File: config.mk
export PLATFORM = sky130hd
export DESIGN_NAME = hdmi_timing_ctrl
export DESIGN_NICKNAME = d
export VERILOG_FILES = /design/src/rtl/hdmi_timing_ctrl.sv
export SDC_FILE = /design/constraint.sdc
export NUM_CORES = 1
export LEC_CHECK = 0
export BUFFER_PORTS_ARGS = -buffer_cell sky130_fd_sc_hd__buf_2
export CAP_MARGIN = 0
export CORE_ASPECT_RATIO = 1.2
export CORE_MARGIN = 1
export CORE_UTILIZATION = 40
export DETAILED_ROUTE_END_ITERATION = 7
export PLACE_DENSITY = 0.67
export SLEW_MARGIN = 20
export SYNTH_ARGS = -nofsm -noshare
export SYNTH_HDL_FRONTEND = slang
export SYNTH_SLANG_ARGS = --single-unit
File: constraint.sdc
create_clock -name pixclk -period 6.65 [get_ports pixclk]
set_input_delay 0.665 -clock pixclk [delete_from_list [all_inputs] [get_ports pixclk]]
set_output_delay 0.665 -clock pixclk [all_outputs]
set_load 0.05 [all_outputs]
File: src/rtl/hdmi_timing_ctrl.sv
// Raster timing generator for an HDMI/DVI pixel pipeline: pixel/line counters,
// data-enable, syncs, a one-cycle-early fetch request and frame bookkeeping.
module hdmi_timing_ctrl #(
  parameter int H_ACTIVE = 800,
  parameter int H_FP     = 40,
  parameter int H_SYNC   = 128,
  parameter int H_BP     = 88,
  parameter int V_ACTIVE = 600,
  parameter int V_FP     = 1,
  parameter int V_SYNC   = 4,
  parameter int V_BP     = 23,
  parameter bit SYNC_POL = 1'b1
) (
  input  logic        pixclk,
  input  logic        reset,
  input  logic        enable,
  output logic [10:0] hcount,
  output logic [9:0]  vcount,
  output logic        de,
  output logic        hsync,
  output logic        vsync,
  output logic        pix_req,
  output logic        frame_start,
  output logic [7:0]  frame_cnt
);

  localparam int H_TOTAL = H_ACTIVE + H_FP + H_SYNC + H_BP;
  localparam int V_TOTAL = V_ACTIVE + V_FP + V_SYNC + V_BP;

  localparam logic [10:0] H_LAST     = 11'(H_TOTAL - 1);
  localparam logic [10:0] H_FP_BEGIN = 11'(H_ACTIVE);
  localparam logic [10:0] H_SY_BEGIN = 11'(H_ACTIVE + H_FP);
  localparam logic [10:0] H_BP_BEGIN = 11'(H_ACTIVE + H_FP + H_SYNC);
  localparam logic [9:0]  V_LAST     = 10'(V_TOTAL - 1);
  localparam logic [9:0]  V_FP_BEGIN = 10'(V_ACTIVE);
  localparam logic [9:0]  V_SY_BEGIN = 10'(V_ACTIVE + V_FP);
  localparam logic [9:0]  V_BP_BEGIN = 10'(V_ACTIVE + V_FP + V_SYNC);

  typedef enum logic [1:0] {ST_IDLE, ST_RUN, ST_DRAIN} run_state_e;
  typedef enum logic [1:0] {PH_ACT, PH_FRONT, PH_SYNC, PH_BACK} phase_e;

  // Horizontal sub-state for a given column.
  function automatic phase_e h_phase_of(input logic [10:0] h);
    phase_e ph;
    if (h < H_FP_BEGIN) begin
      ph = PH_ACT;
    end else if (h < H_SY_BEGIN) begin
      ph = PH_FRONT;
    end else if (h < H_BP_BEGIN) begin
      ph = PH_SYNC;
    end else begin
      ph = PH_BACK;
    end
    return ph;
  endfunction

  // Vertical sub-state for a given line.
  function automatic phase_e v_phase_of(input logic [9:0] v);
    phase_e ph;
    if (v < V_FP_BEGIN) begin
      ph = PH_ACT;
    end else if (v < V_SY_BEGIN) begin
      ph = PH_FRONT;
    end else if (v < V_BP_BEGIN) begin
      ph = PH_SYNC;
    end else begin
      ph = PH_BACK;
    end
    return ph;
  endfunction

  run_state_e  state_q, state_d;
  logic [10:0] hcount_q, hcount_d;
  logic [9:0]  vcount_q, vcount_d;
  logic        de_q, de_d;
  logic        hsync_q, hsync_d;
  logic        vsync_q, vsync_d;
  logic        frame_start_q, frame_start_d;
  logic [7:0]  frame_cnt_q, frame_cnt_d;
  logic        run_d;
  logic        h_end_s, v_end_s, frame_end_s;
  phase_e      h_phase_d, v_phase_d;

  assign h_end_s     = (hcount_q == H_LAST);
  assign v_end_s     = (vcount_q == V_LAST);
  assign frame_end_s = h_end_s && v_end_s;

  // Next run state and counters; a frame only ends early through reset.
  always_comb begin
    state_d       = state_q;
    hcount_d      = hcount_q;
    vcount_d      = vcount_q;
    frame_start_d = 1'b0;
    frame_cnt_d   = frame_cnt_q;
    case (state_q)
      ST_IDLE: begin
        hcount_d = 11'd0;
        vcount_d = 10'd0;
        if (enable) begin
          state_d       = ST_RUN;
          frame_start_d = 1'b1;
          frame_cnt_d   = frame_cnt_q + 8'd1;
        end else begin
          state_d = ST_IDLE;
        end
      end
      ST_RUN, ST_DRAIN: begin
        if (frame_end_s && !enable) begin
          state_d  = ST_IDLE;
          hcount_d = 11'd0;
          vcount_d = 10'd0;
        end else begin
          state_d = enable ? ST_RUN : ST_DRAIN;
          if (h_end_s) begin
            hcount_d = 11'd0;
            vcount_d = v_end_s ? 10'd0 : vcount_q + 10'd1;
          end else begin
            hcount_d = hcount_q + 11'd1;
            vcount_d = vcount_q;
          end
          if (frame_end_s) begin
            frame_start_d = 1'b1;
            frame_cnt_d   = frame_cnt_q + 8'd1;
          end else begin
            frame_start_d = 1'b0;
          end
        end
      end
      default: begin
        state_d  = ST_IDLE;
        hcount_d = 11'd0;
        vcount_d = 10'd0;
      end
    endcase
  end

  // Video qualifiers are decoded from the next position so they register alongside it.
  always_comb begin
    run_d     = (state_d != ST_IDLE);
    h_phase_d = h_phase_of(hcount_d);
    v_phase_d = v_phase_of(vcount_d);
    de_d      = run_d && (h_phase_d == PH_ACT) && (v_phase_d == PH_ACT);
    if (run_d && (h_phase_d == PH_SYNC)) begin
      hsync_d = SYNC_POL;
    end else begin
      hsync_d = !SYNC_POL;
    end
    if (run_d && (v_phase_d == PH_SYNC)) begin
      vsync_d = SYNC_POL;
    end else begin
      vsync_d = !SYNC_POL;
    end
  end

  // Fetch request is the next-cycle data-enable, held low while in reset.
  assign pix_req = de_d && reset;

  // Timing state registers.
  always_ff @(posedge pixclk or negedge reset) begin
    if (!reset) begin
      state_q       <= ST_IDLE;
      hcount_q      <= 11'd0;
      vcount_q      <= 10'd0;
      de_q          <= 1'b0;
      hsync_q       <= !SYNC_POL;
      vsync_q       <= !SYNC_POL;
      frame_start_q <= 1'b0;
      frame_cnt_q   <= 8'd0;
    end else begin
      state_q       <= state_d;
      hcount_q      <= hcount_d;
      vcount_q      <= vcount_d;
      de_q          <= de_d;
      hsync_q       <= hsync_d;
      vsync_q       <= vsync_d;
      frame_start_q <= frame_start_d;
      frame_cnt_q   <= frame_cnt_d;
    end
  end

  assign hcount      = hcount_q;
  assign vcount      = vcount_q;
  assign de          = de_q;
  assign hsync       = hsync_q;
  assign vsync       = vsync_q;
  assign frame_start = frame_start_q;
  assign frame_cnt   = frame_cnt_q;

endmodule
# --- Word-level counts from Yosys, hierarchy flattened ---
# Index checks and enable logic that the tools add are counted.
classes:
  muxes: 27
  add_sub_neg: 3
  n_reduce_logical: 15
  n_lt_le_gt_ge: 6
  eq_ne: 9
ops:
  columns: ["cell", "count"]
  rows:
  - ["$mux W10", 4]
  - ["$lt A11 B10 Y1 const B", 3]
  - ["$mux W11", 3]
  - ["$lt A10 B10 Y1 const B", 3]
  - ["$mux W8", 3]
  - ["$pmux W8 S2", 1]
  - ["$mux W2", 6]
  - ["$add A11 B1 Y11 const B", 1]
  - ["$eq A11 B11 Y1 const B", 1]
  - ["$add A10 B1 Y10 const B", 1]
  - ["$eq A10 B10 Y1 const B", 1]
  - ["$add A8 B1 Y8 const B", 1]
  - ["$mux W1", 8]
  - ["$logic_and A1 B1 Y1", 7]
  - ["$eq A2 B2 Y1 const B", 3]
  - ["$logic_not A2 Y1", 3]
  - ["$ne A2 B2 Y1 const B", 3]
  - ["$pmux W2 S2", 1]
  - ["$reduce_and A4 Y1", 1]
  - ["$reduce_bool A2 Y1", 2]
  - ["$eq A2 B1 Y1 const B", 1]
  - ["$pmux W1 S2", 1]
  - ["$reduce_or A2 Y1", 1]
  - ["$logic_not A1 Y1", 1]
word_totals:
  regBits: 35
  word_cells: 68
  in_bits: 3
  out_inout_bits: 34

# --- Logic depth before layout (Yosys ltp) ---
logic_depth:
  word_depth: 13
  ltp_mapped: 8
  depth_no_buf: 7

# --- Least setup slack after synthesis ---
# No wires, ideal clock.
synth_timing:
  kind: "register to output"
  startpoint: "register hcount_q[0] (netlist: hcount[0])"
  endpoint: "output pix_req"
  t_required_ns: 5.985
  path_stages_with_launch: 8
  n_path_buf: 0
  slack_ns: 1.953
  arrival_time_ns: 4.032
  path_cell_list: "dfrtp_1 ha_1 nand4_1 nor3_4 nand4_2 o311ai_1 a21oi_1 nor4b_1"
synth_via:
  elab_chain_len: 13
  elab_cells_between_ends: 30
  cone_classes: "1 x add/sub; 6 x order compare; 1 x eq/ne; 14 x mux; 8 x reduce/logical"
synth_rtl:
  columns: ["item", "line", "text"]
  rows:
  - ["start, declared", "73", "logic [10:0] hcount_q, hcount_d;"]
  - ["start signal, assigned", "171", "hcount_q <= hcount_d;"]
  - ["branches (longest 11 deep; another with $add A11 B1 Y11)", null, null]
  - ["$logic_and A1 B1 Y1 (*)", "142", "de_d = run_d && (h_phase_d == PH_ACT) && (v_phase_d == PH_ACT);"]
  - ["$logic_and A1 B1 Y1 (*)", "156", "assign pix_req = de_d && reset;"]
  - ["end, declared", "22", "output logic pix_req,"]
# Mark *: on every way between the ends.

# --- Worst setup path in the final report ---
# Ends and elaborated chain as after synthesis.

==> metrics.log <==
INFO  metric final_setup_violation_count = 0
INFO  metric synthesis.nets = 216
INFO  metric met2_usage = 0.2869
INFO  metric postCtsSetupBuffers = 0
INFO  metric num_rows = 27
INFO  metric postCtsHoldBufs = 0
INFO  metric fp.coreArea = 4696 um^2
INFO  metric postSynth.asyncResetShare = 1.000
INFO  metric synth_fa_ha_area_frac = 0.03108
INFO  metric worst-path-max-fanout = 10
INFO  metric required_worst_endpoint = 5.98 ns
INFO  metric num_vias = 1,662
INFO  metric n_fill_cell = 456
INFO  metric cap_viol_max_count = 0
INFO  metric synth-compound-area-share = 0.1224
INFO  metric grtUsageTotal = 0.1819
INFO  metric whs = 0.3935 ns
INFO  metric post_drt_wl_per_cell = 14.12 um
INFO  metric synthDistinctLibCells = 49
INFO  metric hpwl = 3168 um
INFO  metric via_count_of_the_first_global_routing_pass = 1,507
INFO  metric clockRootBuffer = clkbuf_8
INFO  metric end_kind = output port
INFO  metric drt_first_pass_iters = 4
INFO  metric synth-edff-count = 0
INFO  metric max_clock_freq = 257.3 MHz
INFO  metric route.final.wire_length = 4322 um
INFO  metric cellLeakagePower = 1.048 nW
INFO  metric r2r_slack = 3.91 ns
INFO  metric synthesized_instance_count = 208
INFO  metric n_antenna_cell = 0
INFO  metric ys_ff_latch = 35
INFO  metric crit-reg2reg-capture = frame_cnt[1]$_DFFE_PN0P_
INFO  metric initial_core_utilization = 0.4287
INFO  metric gp_congestion = 0.8087
INFO  metric power.density = 335.4 nW/um^2
INFO  metric cts-resized-gates = 0
INFO  metric worst_setup_path_endpoint = pix_req
INFO  metric h-tree-depth = 2
INFO  metric clk-insertion-delay-late = 0.29 ns
INFO  metric mappedNetlistArea = 2013 um^2
INFO  metric clock-skew-final = 0.01017 ns
INFO  metric die_w = 66.76 um
INFO  metric die_y = 79.72 um
INFO  metric worst_path_max_delay_cell = nand4_1
INFO  metric final-max-slew-violation-count = 0
INFO  metric cts_max_path_buffers = 2
INFO  metric hold_class = primary input to async pin
INFO  metric seq_area_frac_synth = 0.4351
INFO  metric per_cell_via_count_in_the_routed_design = 5.431
INFO  metric met3_usage = 0.04000
INFO  metric cts_tree = yes
INFO  metric worst-slew-pin-transition = 0.5261 ns
INFO  metric cts_sinks = 35
INFO  metric grt_start_max_net_pins = 37
INFO  metric kind_of_critical_path = register to output port
INFO  metric num-nets-final = 255
INFO  metric antenna_violating_nets_post_route = 0
INFO  metric period_minus_slack = 3.887 ns
INFO  metric design.portCount = 37
INFO  metric max-slew-margin-rel = 0.6492
INFO  metric drive_above_1_share = 0.2298
INFO  metric synth_ff_type = dfrtp_1
INFO  metric run_status = complete, no violations
INFO  metric drt_iter0_drc = 95
INFO  metric synthesis.yosys.warnings = 0
INFO  metric fraction_of_the_mapped_netlist_area_in_simple_logic_gates = 0.2629
INFO  metric synthMuxAreaShare = 0.02610
INFO  metric startpoint_type = register
INFO  metric critical_path.reg2reg.startpoint = vcount[9]$_DFF_PN0_
INFO  metric totalNegativeSetupSlack = 0 ns
INFO  metric critical-path-max-stage-delay = 0.46 ns
INFO  metric clkSlewWorstSetupHoldPaths = 0.08 ns
INFO  metric flow.area_growth_from_synthesis = 17.65%
INFO  metric die_area = 5322 um^2
INFO  metric rsz_0062_raised_after_global_routing = no
INFO  metric list_of_cells_traversed_by_the_critical_path = ha_1, nand4_1, nor3_4, nand4_2, o311ai_1, a21oi_1, nor4b_1, buf_2
INFO  metric worst_ir_drop_on_vdd = 173.5 uV
INFO  metric gr-usage-met1 = 0.2366
INFO  metric startpoint = hcount[0]$_DFF_PN0_
INFO  metric post-route-period-util = 0.5845
INFO  metric tritoncts.num_buffers = 5
INFO  metric critPathArrivalTime = 3.22 ns
INFO  metric antenna_found_initial = 0
INFO  metric port_buffers = 36
INFO  metric syn-mean-instance-area = 9.679 um^2
INFO  metric global_route.overflow_total = 0
INFO  metric drc_errors = 0
INFO  metric synth_top_family_by_area = simple AND/OR/NAND/NOR gates
INFO  metric grt_pass1_wl = 7279 um
INFO  metric hold_viol = 0
INFO  metric worstRegToRegCells = 5
INFO  metric grt_most_used_layer = met2
INFO  metric synth-xor-area-share = 0.09136
-- report_power, final --
part	leakage [nW]	internal [W]	switching, W
Clock	0.0587	0.000114	0.0000830
Sequential	0.472	0.000247	0.0000294
Combinational	0.517	0.0000887	0.000233
Total	1.05	0.000449	0.000345
-- per-stage QoR --
step	worst slack [ns]	total power (W)	area, um^2	util	cells
detailed placement	3.092	0.0006052	2252	0.4796	298
CTS	2.757	0.0008063	2369	0.5044	306
global placement	3.158	0.0006001	2252	0.4796	298
global route	2.534	0.0008462	2369	0.5044	306
floorplan	1.953	0.0005295	2013	-	208
finish	2.763	0.0007943	2369	0.5044	306
-- flip-flops by register name, summed over array words and instances (netlist names) --
signal / count
hsync: 1
de: 1
hcount: 11
frame_start: 1
vcount: 10
frame_cnt: 8
state_q: 2
vsync: 1
-- layer usage --
metal  vias to the layer above  part of all wire
met4                         0             0.018
met3                         6             0.037
met1                       795              0.46
met2                        33              0.49
li1                        828                 -
met5                         -                 0
-- critical path: cells and delay by family, from the launching register on --
kind | cells | cell delay [ns]
AOI/OAI and AO/OA | 2 | 0.43
adders and majority gates | 1 | 0.27
buffers and inverters | 1 | 0.33
DFF | 1 | 0.39
and+or+nand+nor | 4 | 1.51
-- placed cells by master (no fill, tap or decap), types with 2 or more instances in the layout --
master | Yosys | routed
mux2_2 | 2 | 2
ha_1 | 5 | 5
mux2i_1 | 3 | 3
inv_1 | 11 | 11
buf_2 | 2 | 36
xor2_1 | 6 | 6
nand2_1 | 14 | 14
or3b_1 | 2 | 2
xnor2_1 | 15 | 15
o21ai_0 | 11 | 11
nand3_1 | 9 | 9
nand2b_1 | 3 | 3
a21o_1 | 2 | 2
nor4b_1 | 2 | 2
clkbuf_8 | 0 | 5
and3_1 | 2 | 2
o211ai_1 | 2 | 2
nor3_1 | 9 | 9
dfrtp_1 | 35 | 35
nor3b_2 | 2 | 2
nand4_1 | 5 | 5
nor2_1 | 21 | 21
a21oi_1 | 9 | 9
and4_1 | 5 | 5
or3_1 | 4 | 4
-- logic make-up (layout without fill, tap and decap cells) --
| group | count (synthesis) | count (layout) |
|---|---|---|
| and+or+nand+nor | 90 | 90 |
| AOI/OAI and AO/OA | 36 | 36 |
| DFF | 35 | 35 |
| xor gates and xnor gates | 21 | 21 |
| buffers and inverters | 16 | 56 |
| adders and majority gates | 5 | 5 |
| muxes | 5 | 5 |
-- worst min path at each step --
| stage | cells past startpoint | from | slack (ns) | end |
|---|---|---|---|---|
| after floorplan | 0 | reset | 0.37 | de$_DFF_PN0_ |
| after global placement | 1 | frame_cnt[7]$_DFFE_PN0P_ | 0.46 | frame_cnt[7]$_DFFE_PN0P_ |
| after detailed placement | 1 | hcount[0]$_DFF_PN0_ | 0.48 | hcount[0]$_DFF_PN0_ |
| after CTS | 2 | reset | 0.40 | hcount[10]$_DFF_PN0_ |
| after global routing | 2 | reset | 0.43 | frame_cnt[2]$_DFFE_PN0P_ |
| final | 2 | reset | 0.39 | hcount[10]$_DFF_PN0_ |
-- final cells by class --
cell class | instances | area, um^2 | share of cell area
Multi-Input combinational cell | 157 | 1075 | 0.4538
Clock buffer | 5 | 68.82 | 0.02905
Clock inverter | 3 | 47.55 | 0.02007
Timing Repair Buffer | 37 | 187.7 | 0.07924
Tap cell | 58 | 72.57 | 0.03064
Inverter | 11 | 41.29 | 0.01743
Sequential cell | 35 | 875.8 | 0.3698
-- synthesized netlist by cell type (all sizes together) (6+ instances only) --
cell	count	area (um^2)
a21oi	9	45.04
inv	11	41.29
nand4	6	43.79
nand3	9	45.04
o21ai	12	63.81
xnor2	15	131.4
nor2	21	78.83
nor3	10	61.31
dfrtp	35	875.8
nand2	14	52.55
xor2	6	52.55
Note: power is estimated with default switching activity, not from simulation.
